--- config.mk ---
export PLATFORM = sky130hd
export DESIGN_NAME = xalu_ise_issue
export DESIGN_NICKNAME = d
export VERILOG_FILES = /design/src/rtl/xalu_ise_issue.sv
export SDC_FILE = /design/constraint.sdc
export NUM_CORES = 1
export LEC_CHECK = 0
export CORE_AREA = 3 3 167 169
export DETAILED_ROUTE_END_ITERATION = 8
export DIE_AREA = 0 0 170 172
export GPL_TIMING_DRIVEN = 0
export HOLD_SLACK_MARGIN = 0.05
export PLACE_DENSITY = 0.69
export SLEW_MARGIN = 30
export SYNTH_ARGS = -nofsm -noshare
export SYNTH_HDL_FRONTEND = slang
export SYNTH_SLANG_ARGS = --single-unit
--- constraint.sdc ---
create_clock -name ise_clk -period 1.85 [get_ports ise_clk]
set_clock_uncertainty 0.1 [all_clocks]
set_input_delay 0.185 -clock ise_clk [delete_from_list [all_inputs] [get_ports ise_clk]]
set_output_delay 0.185 -clock ise_clk [all_outputs]
set_load 0.1 [all_outputs]
--- src/rtl/xalu_ise_issue.sv ---
// Core-side issuer for the custom-instruction ALU port: registers one request onto ise_*, returns result/illegal.
// Optional macro XALU_ISE_TIMEOUT_EN lets EXEC wait up to TIMEOUT cycles for ise_oval.
module xalu_ise_issue #(
  parameter int TIMEOUT = 15
) (
  input  logic        ise_clk,
  input  logic        ise_rst,
  input  logic        flush,
  input  logic        req_valid,
  output logic        req_ready,
  input  logic [4:0]  req_fn,
  input  logic [6:0]  req_imm,
  input  logic [63:0] req_rs1,
  input  logic [63:0] req_rs2,
  input  logic [4:0]  req_rd,
  output logic [4:0]  ise_fn,
  output logic [6:0]  ise_imm,
  output logic [63:0] ise_in1,
  output logic [63:0] ise_in2,
  output logic        ise_val,
  input  logic        ise_oval,
  input  logic [63:0] ise_out,
  output logic        rsp_valid,
  input  logic        rsp_ready,
  output logic [63:0] rsp_data,
  output logic [4:0]  rsp_rd,
  output logic        rsp_illegal,
  output logic        busy
);

  typedef enum logic [1:0] {
    IDLE = 2'd0,
    EXEC = 2'd1,
    RESP = 2'd2
  } state_t;

  state_t      state, next_state;
  logic [4:0]  op_fn;
  logic [6:0]  op_imm;
  logic [63:0] op_in1, op_in2;
  logic [4:0]  op_rd;
  logic [63:0] res_data;
  logic        res_illegal;
  logic        load_op, cap_result, cap_illegal;

  generate
    if (TIMEOUT < 1 || TIMEOUT > 255) begin : g_bad_timeout
      $error("xalu_ise_issue: TIMEOUT must be in 1..255");
    end
  endgenerate

`ifdef XALU_ISE_TIMEOUT_EN
  localparam logic [7:0] TIMEOUT_LAST = 8'(TIMEOUT - 1);
  logic [7:0] wait_cnt;
  logic       cnt_inc;
`endif

  always_comb begin
    next_state  = state;
    load_op     = 1'b0;
    cap_result  = 1'b0;
    cap_illegal = 1'b0;
    req_ready   = 1'b0;
`ifdef XALU_ISE_TIMEOUT_EN
    cnt_inc     = 1'b0;
`endif
    case (state)
      IDLE: begin
        req_ready = !flush;
        if (req_valid && !flush) begin
          load_op    = 1'b1;
          next_state = EXEC;
        end
      end
      EXEC: begin
        if (ise_oval) begin
          cap_result = 1'b1;
          next_state = RESP;
        end else begin
`ifdef XALU_ISE_TIMEOUT_EN
          if (wait_cnt == TIMEOUT_LAST) begin
            cap_illegal = 1'b1;
            next_state  = RESP;
          end else begin
            cnt_inc = 1'b1;
          end
`else
          cap_illegal = 1'b1;
          next_state  = RESP;
`endif
        end
      end
      RESP: begin
        req_ready = rsp_ready && !flush;
        if (rsp_ready) begin
          if (req_valid) begin
            load_op    = 1'b1;
            next_state = EXEC;
          end else begin
            next_state = IDLE;
          end
        end
      end
      default: next_state = IDLE;
    endcase
    // An abort drops the in-flight instruction and any pending response.
    if (flush) begin
      next_state  = IDLE;
      load_op     = 1'b0;
      cap_result  = 1'b0;
      cap_illegal = 1'b0;
`ifdef XALU_ISE_TIMEOUT_EN
      cnt_inc     = 1'b0;
`endif
    end
  end

  always_ff @(posedge ise_clk) begin
    if (ise_rst) begin
      state       <= IDLE;
      op_fn       <= '0;
      op_imm      <= '0;
      op_in1      <= '0;
      op_in2      <= '0;
      op_rd       <= '0;
      res_data    <= '0;
      res_illegal <= 1'b0;
    end else begin
      state <= next_state;
      if (load_op) begin
        op_fn  <= req_fn;
        op_imm <= req_imm;
        op_in1 <= req_rs1;
        op_in2 <= req_rs2;
        op_rd  <= req_rd;
      end
      if (cap_result) begin
        res_data    <= ise_out;
        res_illegal <= 1'b0;
      end else if (cap_illegal) begin
        res_data    <= '0;
        res_illegal <= 1'b1;
      end
    end
  end

`ifdef XALU_ISE_TIMEOUT_EN
  always_ff @(posedge ise_clk) begin
    if (ise_rst || flush || load_op) begin
      wait_cnt <= '0;
    end else if (cnt_inc) begin
      wait_cnt <= wait_cnt + 8'd1;
    end
  end
`endif

  assign ise_fn      = op_fn;
  assign ise_imm     = op_imm;
  assign ise_in1     = op_in1;
  assign ise_in2     = op_in2;
  assign ise_val     = (state == EXEC);
  assign rsp_valid   = (state == RESP);
  assign rsp_data    = res_data;
  assign rsp_rd      = op_rd;
  assign rsp_illegal = res_illegal;
  assign busy        = (state != IDLE);

endmodule

==> results.md, run 1 <==
- Compound-cell area share of the yosys netlist: 4.06%
- Crit-path cells: clkdlybuf4s15_2
- RSZ-0062 raised after global routing: false
- Worst min-delay path class: primary input to register
- Buf/Inv on CP: 1
- All-layer global routing usage: 20.1%
- Vias/cell: 4.62
- Pre-antenna DRT Iters: 4
- Netlist Area Pre-Place: 0.00905 sq mm
- Hold Vio Cnt, Final: 0
- Row cnt: 60
- Port-buffer cells: 426
- Die Y: 172 um
- Clock slew at reported path FFs: 60 ps
- Commonest cells after routing, fill and taps aside: nand2b_1, clkdlybuf4s50_1, dfxtp_1
- Vias: 8040
- Clock buffer depth: 3
- Post-detail-place hpwl: 23700 um
- Worst Path Arrival: 1480 ps
- Placed Instance Area: 0.0137 sq mm
- Clock group share of total power: 38.8%
- Largest family of logic cells by synthesized area: simple AND/OR/NAND/NOR gates
- Slew headroom: 51.5%
- Net Sw Frac: 31.3%
- Slowest stage delay, CP: 580 ps
- Core ar.: 0.0267 sq mm
- Placer Congestion: 0.812
- Final Worst Setup Slack: 81.7 ps
- Crit start category: register
- Cell variety after synth: 21
- Final setup vio count: 0
- Tightest Pin Transition: 728 ps
- Max Slew Vio Count: 0
- First-pass GRT wire length: 46300 um
- Layout cells sized above 1: 21.4%
- Adder-Cell Fraction of Synth Area: 0%
- Nets: 1598
- Die W: 170 um
- Reg2reg setup slack: 230 ps
- DRC violations left: 0
- TritonCTS Sinks: 212
- Critical path fanouts, max: 2
- Power Density: 856 mW/mm^2
- Drt wl/cell: 17.8 um
- Detailed Route WL: 31000 um
- Commonest non-fill, non-tap cell in the layout: nand2b_1
- Largest net degree at the start of global routing: 14
- Congestion Overflow GR: 0
- Max Fclk: 0.566 GHz
- Avg Cell Area, Syn: 9.74 sq um
- Dominant cell type by area after synthesis: dfxtp_1
- Initial antenna violation count: 1
- Yosys top cell area share: 46.9%
- Starting Density: 33.9%
- Clk_lat worst skew: 510 ps
- Root buffer cell: clkbuf_16
- Antenna-violating nets left: 0
- Post-synthesis register bit count: 212
- CP Class: register to output port
- Boundary Pins: 429
- Sequential element share of the synthesized area: 46.9%
- Post-synthesis simple-gate area fraction: 26.8%
- Post-Syn Nets: 1145
- Setup tns final: 0 ps
- Family with the most delay on the worst path: buffers and inverters
- Mapped Cells: 930
- Leakage: 5.31 nW
- Multiplexer share of the synthesized area: 16.0%
- Critical path's slowest cell: clkdlybuf4s15_2
- Synth top area cells: dfxtp_1, nand2b_1, mux2i_1
- Internal: 0.00869 W
- Die area: 0.0292 sq mm
- Tmin final: 1770 ps
- Dpl ws: -611 ps
- Combinational fraction of design power: 22.9%
- Maxcap violations: 0
- TritonCTS clock tree: built
- Worst VDD drop: 0.000642 V
- Post-Synth XOR/XNOR Area: 0%
- Status: completed
- Worst setup EP type: output port
- CTS Buf Count: 24
- Final period util: 95.6%
- 1st-iter DRT viols: 273
- Fin area: 0.0148 sq mm
- Area growth syn-to-layout: 63.3%
- NetSw: 0.00396 W
- Total Power: 0.0127 W
- Yosys Warn Count: 0
- ANT cells: 0
- Vias in the first global route: 8139
- CP required: 1560 ps
- Flop pwr share: 38.3%
- CTS H-Tree Depth: 1
[path summary, 6_finish.rpt]
kind	startpoint	endpoint	depth (start not counted)
min reg2reg	rsp_data[34]	rsp_data[34]	2
min	req_rs1[47]	ise_in1[47]	3
max reg2reg	state[1]	ise_in1[25]	4
max	ise_in1[58]	ise_in1[58]	1
[area by class of cell]
cell class / count / area [sq um]
fillers: 2401 / 11900
repair buffers: 427 / 4480
multi-input cells: 639 / 4270
flip-flops and latches: 212 / 4250
clock buffers: 29 / 661
plain buffers: 77 / 553
well taps: 341 / 427
clock inverters: 13 / 143
inverters: 2 / 7.51
[sequential cells by signal (all words and copies together) (netlist names)]
register,cells
ise_fn,5
rsp_data,64
state,2
ise_in2,64
ise_in1,64
rsp_illegal,1
rsp_rd,5
ise_imm,7
[what timing repair did]
action | CTS | global route
setup endpoints to repair | 205 | 2
buffers inserted | 0 | 0
hold buffers | 1 | 0
endpoints found under the hold margin | 15 | 0
resized for setup | 624 | 3
[routing by layer]
metal  up-vias  routed length (um)  global-route usage (%)  share of wire (%)
li1       3952                   -                       -                  -
met1      3736               11600                    22.0                 37
met2       319               15400                    36.6                 50
met3        31                3440                    8.50                 11
met4         2                 516                    3.95                1.7
met5         -                   7                       0              0.023
[power groups by stage]
| stage | Combinational (W) | Sequential (W) | Clock [W] |
|---|---|---|---|
| after floorplan | 0.000656 | 0.00622 | 0 |
| after global placement | 0.00296 | 0.00494 | 0 |
| after detailed placement | 0.00296 | 0.00494 | 0 |
| after CTS | 0.00292 | 0.00485 | 0.00506 |
| after global routing | 0.00303 | 0.00487 | 0.00521 |
| final | 0.00289 | 0.00485 | 0.00491 |
[through the flow]
step           utilization [%]  hold WS (ps)  cells
6_report                  55.3           137   1740
2_1_floorplan                -           164    930
3_3_place_gp              51.5           339   1697
4_1_cts                   55.3           105   1740
3_5_place_dp              51.3           343   1697
5_1_grt                   55.3           126   1740
[Yosys cell counts]
master and count:
nand2b_1 290, dfxtp_1 212, mux2i_1 145, a21oi_1 65, nand2_1 64, nand3_1 64
clkbuf_1 41, buf_2 15, buf_12 10, buf_4 5, buf_8 5, nor2b_1 3
a211oi_1 2, inv_2 2, a2111oi_4 1, buf_6 1, nor2_1 1, nor3_1 1
nor3b_2 1, or2_1 1, or3b_1 1
[kinds of logic (layout without fill, tap and decap cells)]
logic type	Yosys count	after routing
AND/OR/NAND/NOR	426	426
flip-flops	212	212
multiplexers	145	145
AO/OA/AOI/OAI	68	68
buffers and inverters	79	548
No activity file was read; power rests on OpenSTA's default activity.
==> run 2, diff against run 1 <==
Settings changed: CTS_CLUSTER_DIAMETER set to 50.
==> results.md, run 2 (synthesized netlist as in run 1, its figures left out) <==
- Status: completed (unchanged)
- Min-Delay Path Depth: 3 (unchanged)
- Worst r2r dst: rsp_data[43] (was ise_in1[25])
- Leakage: 5.38 nW (was 5.31 nW)
- Vias/cell: 4.59 (was 4.62)
- Final period util: 96.5% (was 95.6%)
- CTS H-Tree Depth: 1 (unchanged)
- Commonest cells after routing, fill and taps aside: nand2b_1, clkdlybuf4s50_1, dfxtp_1 (unchanged)
- CP required: 1560 ps (about the same)
- Vias in the first global route: 8249 (was 8139)
- Starting Density: 33.9% (unchanged)
- Post-detail-place hpwl: 23700 um (unchanged)
- Row cnt: 60 (unchanged)
- Final cell count without fillers: 1751 (was 1740)
- Worst VDD drop: 0.000660 V (was 0.000642 V)
- Root buffer cell: clkbuf_16 (unchanged)
- Placed insts: 1697 (unchanged)
- Fin area: 0.0150 sq mm (was 0.0148 sq mm)
- First-pass GRT wire length: 46600 um (was 46300 um)
- Critical path depth: 1 (unchanged)
- Nets: 1603 (was 1598)
- Max Fclk: 0.560 GHz (was 0.566 GHz)
- Internal: 0.00929 W (was 0.00869 W)
- Flop pwr share: 35.9% (was 38.3%)
- Number of cells on the worst reg-to-reg path: 5 (was 4)
- Tmin final: 1790 ps (was 1770 ps)
- Slew headroom: 51.0% (was 51.5%)
- Maxcap violations: 0 (unchanged)
- NetSw: 0.00423 W (was 0.00396 W)
- ANT cells: 0 (unchanged)
- Combinational fraction of design power: 21.4% (was 22.9%)
- Detailed Route WL: 31200 um (was 31000 um)
- Clock group share of total power: 42.8% (was 38.8%)
- Worst setup EP type: output port (unchanged)
- Reg-to-Reg Start: state[0] (was state[1])
- Worst min-delay path class: primary input to register (unchanged)
- Area of the multi-input gates: 0.00426 sq mm (was 0.00427 sq mm)
- Hold Vio Cnt, Final: 0 (unchanged)
- Max Slew Vio Count: 0 (unchanged)
- 1st-iter DRT viols: 227 (was 273)
- Register area: 0.00425 sq mm (about the same)
- Slowest stage delay, CP: 580 ps (about the same)
- Largest net degree at the start of global routing: 14 (unchanged)
- Area growth syn-to-layout: 65.4% (was 63.3%)
- Die area: 0.0292 sq mm (unchanged)
- Congestion Overflow GR: 0 (unchanged)
- CTS Buf Count: 29 (was 24)
- Clk_lat worst skew: 510 ps (about the same)
- DRT met1 WL: 11700 um (was 11600 um)
- Initial antenna violation count: 1 (unchanged)
- Family with the most delay on the worst path: buffers and inverters (unchanged)
- Reg2reg setup slack: 170 ps (was 230 ps)
- TritonCTS Sinks: 212 (unchanged)
- CP Class: register to output port (unchanged)
- Drt wl/cell: 17.8 um (about the same)
- Clock slew at reported path FFs: 60 ps (about the same)
- Antenna-violating nets left: 0 (unchanged)
- Critical path's slowest cell: clkdlybuf4s15_2 (unchanged)
- Hold Path Origin: req_rs1[45] (was req_rs1[47])
- RSZ-0062 raised after global routing: false (unchanged)
- All-layer global routing usage: 20.2% (was 20.1%)
- Buf/Inv on CP: 1 (unchanged)
- Setup Fix Bufs, Post-CTS: 0 (unchanged)
- Hold_ws: 115 ps (was 137 ps)
- Placer Congestion: 0.812 (unchanged)
- Critical path fanouts, max: 2 (unchanged)
- Pre-antenna DRT Iters: 4 (unchanged)
- Power Density: 903 mW/mm^2 (was 856 mW/mm^2)
- Port-buffer cells: 426 (unchanged)
- Die W: 170 um (unchanged)
- TritonCTS clock tree: built (unchanged)
- Net Sw Frac: 31.3% (about the same)
- Boundary Pins: 429 (unchanged)
- Tightest Pin Transition: 736 ps (was 728 ps)
- Worst Path Arrival: 1500 ps (was 1480 ps)
- Met3 wire length: 3470 um (was 3440 um)
- Clock buffer depth: 3 (unchanged)
- Final setup vio count: 0 (unchanged)
- Top Metal Used: met5 (unchanged)
- Commonest non-fill, non-tap cell in the layout: nand2b_1 (unchanged)
- Met2 wire len: 15600 um (was 15400 um)
- DRC violations left: 0 (unchanged)
- Core ar.: 0.0267 sq mm (unchanged)
- FILL cells: 2366 (was 2401)
- Crit-path cells: clkdlybuf4s15_2 (unchanged)
- Crit start category: register (unchanged)
- Vias: 8039 (was 8040)
- Layout cells sized above 1: 21.9% (was 21.4%)
- Setup tns final: 0 ps (unchanged)
- Placed Instance Area: 0.0137 sq mm (unchanged)
- Worst Hold End: ise_in1[45] (was ise_in1[47])
- Die Y: 172 um (unchanged)
==> run 2: changes by cell type in the layout (fill, tap and decap cells not counted) <==
cell,before,now
nor3b_2,0,1
dfxtp_1,210,211
nor3b_4,1,0
clkinv_2,9,4
clkbuf_16,25,29
clkinvlp_4,1,5
clkinv_4,0,1
clkinv_8,0,1
bufinv_16,3,4
inv_6,0,5
dfxtp_2,2,1
==> run 2: worst max-delay path by stage <==
stage                             end        start
final                     ise_in1[58]  ise_in1[58]
after global placement      req_ready        flush
after CTS                     ise_val     state[0]
after detailed placement    req_ready        flush
after floorplan             req_ready     state[1]
after global routing      ise_in1[58]  ise_in1[58]
==> run 2: final cells by class <==
class | count | share of cell area, %
Timing Repair Buffer | 427 | 29.9
Tap cell | 341 | 2.85
Buffer | 77 | 3.69
Sequential cell | 212 | 28.3
Clock buffer | 33 | 5.08
Multi-Input combinational cell | 639 | 28.4
Clock inverter | 20 | 1.65
Inverter | 2 | 0.0501
==> run 2: what timing repair did <==
action / 4_1_cts / 5_1_grt
gates resized for setup: 623 / 2
endpoints found under the hold margin: 15 / 0
hold buffers: 1 / 0
setup endpoints to repair: 205 / 2
==> run 2: power by group through the flow <==
stage	Sequential, W	Clock, W	Combinational (W)
2_1_floorplan	0.00622	0	0.000656
3_3_place_gp	0.00494	0	0.00296
3_5_place_dp	0.00494	0	0.00296
4_1_cts	0.00485	0.00591	0.00292
5_1_grt	0.00487	0.00610	0.00303
6_report	0.00485	0.00578	0.00289
==> run 2: metrics by stage <==
stage	total power (W)	worst slack, ps	util (%)
6_report	0.0135	64.6	56.0
5_1_grt	0.0140	8.24	56.0
4_1_cts	0.0137	13.4	56.0
3_5_place_dp	0.00790	-611	51.3
3_3_place_gp	0.00790	-611	51.5
2_1_floorplan	0.00688	-105	-
==> run 2: layer usage <==
metal | vias up | track usage (%)
li1 | 3963 | -
met5 | - | 0
met3 | 26 | 8.89
met1 | 3731 | 21.8
met2 | 317 | 37.1
met4 | 2 | 3.39
==> run 3, diff against run 2 <==
Settings changed: CTS_CLUSTER_SIZE set to 20, REMOVE_ABC_BUFFERS set to 1.
==> results.md, run 3 (synthesized netlist as in run 1, its figures left out) <==
- Drt wl/cell: 16.4 um (was 17.8 um)
- Clock slew at reported path FFs: 60 ps (about the same)
- Leakage: 5.45 nW (was 5.38 nW)
- 1st-iter DRT viols: 390 (was 227)
- Hold Path Origin: req_rs2[60] (was req_rs1[45])
- Number of cells on the worst reg-to-reg path: 8 (was 5)
- Family with the most delay on the worst path: flip-flops (was buffers and inverters)
- Layout cells sized above 1: 23.2% (was 21.9%)
- Vias/cell: 4.55 (was 4.59)
- Tmin final: 1800 ps (was 1790 ps)
- Clk_lat worst skew: 530 ps (was 510 ps)
- Max Slew Vio Count: 0 (unchanged)
- First-pass GRT wire length: 43000 um (was 46600 um)
- Critical path depth: 2 (was 1)
- Worst VDD drop: 0.000694 V (was 0.000660 V)
- Worst r2r dst: ise_in2[0] (was rsp_data[43])
- All-layer global routing usage: 18.1% (was 20.2%)
- Post-detail-place hpwl: 20400 um (was 23700 um)
- CP Class: register to output port (unchanged)
- Largest net degree at the start of global routing: 154 (was 14)
- Buf/Inv on CP: 1 (unchanged)
- CTS Buf Count: 30 (was 29)
- Commonest cells after routing, fill and taps aside: nand2b_1, clkdlybuf4s50_1, dfxtp_1 (unchanged)
- Final period util: 97.5% (was 96.5%)
- TritonCTS Sinks: 212 (unchanged)
- Pre-antenna DRT Iters: 4 (unchanged)
- TritonCTS clock tree: built (unchanged)
- Critical path fanouts, max: 5 (was 2)
- Root buffer cell: clkbuf_16 (unchanged)
- Vias in the first global route: 7971 (was 8249)
- Slew headroom: 55.8% (was 51.0%)
- Worst min-delay path class: primary input to register (unchanged)
- DRC violations left: 0 (unchanged)
- Final setup vio count: 0 (unchanged)
- Core ar.: 0.0267 sq mm (unchanged)
- Crit-path cells: nor2b_1 > buf_4 (was clkdlybuf4s15_2)
- Worst Path Arrival: 1520 ps (was 1500 ps)
- Power Density: 893 mW/mm^2 (was 903 mW/mm^2)
- End point of the critical path: rsp_valid (was ise_in1[58])
- Hold Vio Cnt, Final: 0 (unchanged)
- Die W: 170 um (unchanged)
- Die area: 0.0292 sq mm (unchanged)
- Reg-to-Reg Start: state[1] (was state[0])
- CP required: 1560 ps (about the same)
- Placer Congestion: 0.742 (was 0.812)
- Total Power: 0.0134 W (was 0.0135 W)
- Status: completed (unchanged)
- Top Metal Used: met4 (was met5)
- Congestion Overflow GR: 0 (unchanged)
- Final Worst Setup Slack: 45.8 ps (was 64.6 ps)
- Clock buffer depth: 3 (unchanged)
- Worst setup EP type: output port (unchanged)
- Maxcap violations: 0 (unchanged)
- Initial antenna violation count: 3 (was 1)
- Crit start category: register (unchanged)
- Detailed Route WL: 28400 um (was 31200 um)
- Nets: 1578 (was 1603)
- Boundary Pins: 429 (unchanged)
- Starting Density: 33.9% (unchanged)
- Commonest non-fill, non-tap cell in the layout: nand2b_1 (unchanged)
- Dpl ws: -1400 ps (was -611 ps)
- Vias: 7875 (was 8039)
- DRT met1 WL: 10600 um (was 11700 um)
- Row cnt: 60 (unchanged)
- Max Fclk: 0.554 GHz (was 0.560 GHz)
- CTS H-Tree Depth: 1 (unchanged)
- Critical path's slowest cell: dfxtp_4 (was clkdlybuf4s15_2)
- Hold_ws: 109 ps (was 115 ps)
- Port-buffer cells: 428 (was 426)
- Die Y: 172 um (unchanged)
- Tightest Pin Transition: 664 ps (was 736 ps)
- Met3 wire length: 3460 um (was 3470 um)
- Met2 wire len: 13600 um (was 15600 um)
- Area growth syn-to-layout: 65.9% (was 65.4%)
- Reg2reg setup slack: 100 ps (was 170 ps)
- Slowest stage delay, CP: 370 ps (was 580 ps)
- Worst setup path startpoint: state[1] (was ise_in1[58])
- Antenna-violating nets left: 0 (unchanged)
[run 3: changes by cell type in the layout (fill, tap and decap cells not counted), sizes merged]
cell           delta
diode             +2
clkinv            -1
bufinv            -1
inv               -1
clkdlybuf4s15     -1
clkinvlp          +1
buf              +16
clkbuf           -37
[run 3: report_power, final]
part / internal, W / leakage, nW / switching, W / total, W
clock network: 0.00351 / 0.472 / 0.00218 / 0.00569
registers: 0.00475 / 1.73 / 0.0000955 / 0.00485
logic: 0.00102 / 3.25 / 0.00187 / 0.00289
total: 0.00928 / 5.45 / 0.00414 / 0.0134
[run 3: final cells by class]
class | instances | area (sq um)
clock inverters | 18 | 201
inverters | 2 | 7.51
flip-flops and latches | 212 | 4250
multi-input cells | 639 | 4260
clock buffers | 37 | 798
diodes | 2 | 5.00
repair buffers | 478 | 5070
fillers | 2400 | 11700
well taps | 341 | 427
[run 3: stage by stage]
step                      cells  util [%]  setup TNS [ps]  cell area [sq um]
after CTS                  1722      56.1           -2310              15000
after floorplan             853         -         -944030               8500
after detailed placement   1652      50.5         -127290              13500
after global placement     1622      49.4        -1736510              13200
after global routing       1729      56.2          -0.241              15000
final                      1729      56.2               0              15000
[run 3: timing repair]
item                                   CTS  global route
endpoints found under the hold margin   13             0
setup endpoints to repair              343           126
resized for setup                      662             4
gates cloned                             0             0
setup buffers                           19             9
pin swaps                                1             1
hold buffers                             1             0
[run 3: tightest hold or removal path, stage by stage]
cell	delay [ps]
clkdlybuf4s50_1	390
nand2b_1	60
mux2i_1	60
[run 3: per-layer routing]
layer	vias to the layer above	GRT usage (%)
met2	320	31.8
met1	3596	19.5
met4	0	5.22
met5	-	0
met3	50	8.76
li1	3909	-
[run 3: worst min path at each step]
stage	end	slack [ps]	depth (start not counted)
finish	ise_in2[60]	110	3
detailed placement	rsp_data[5]	340	2
CTS	ise_in1[9]	80	3
floorplan	rsp_data[0]	150	1
global placement	rsp_data[23]	340	2
global route	ise_in1[33]	110	3
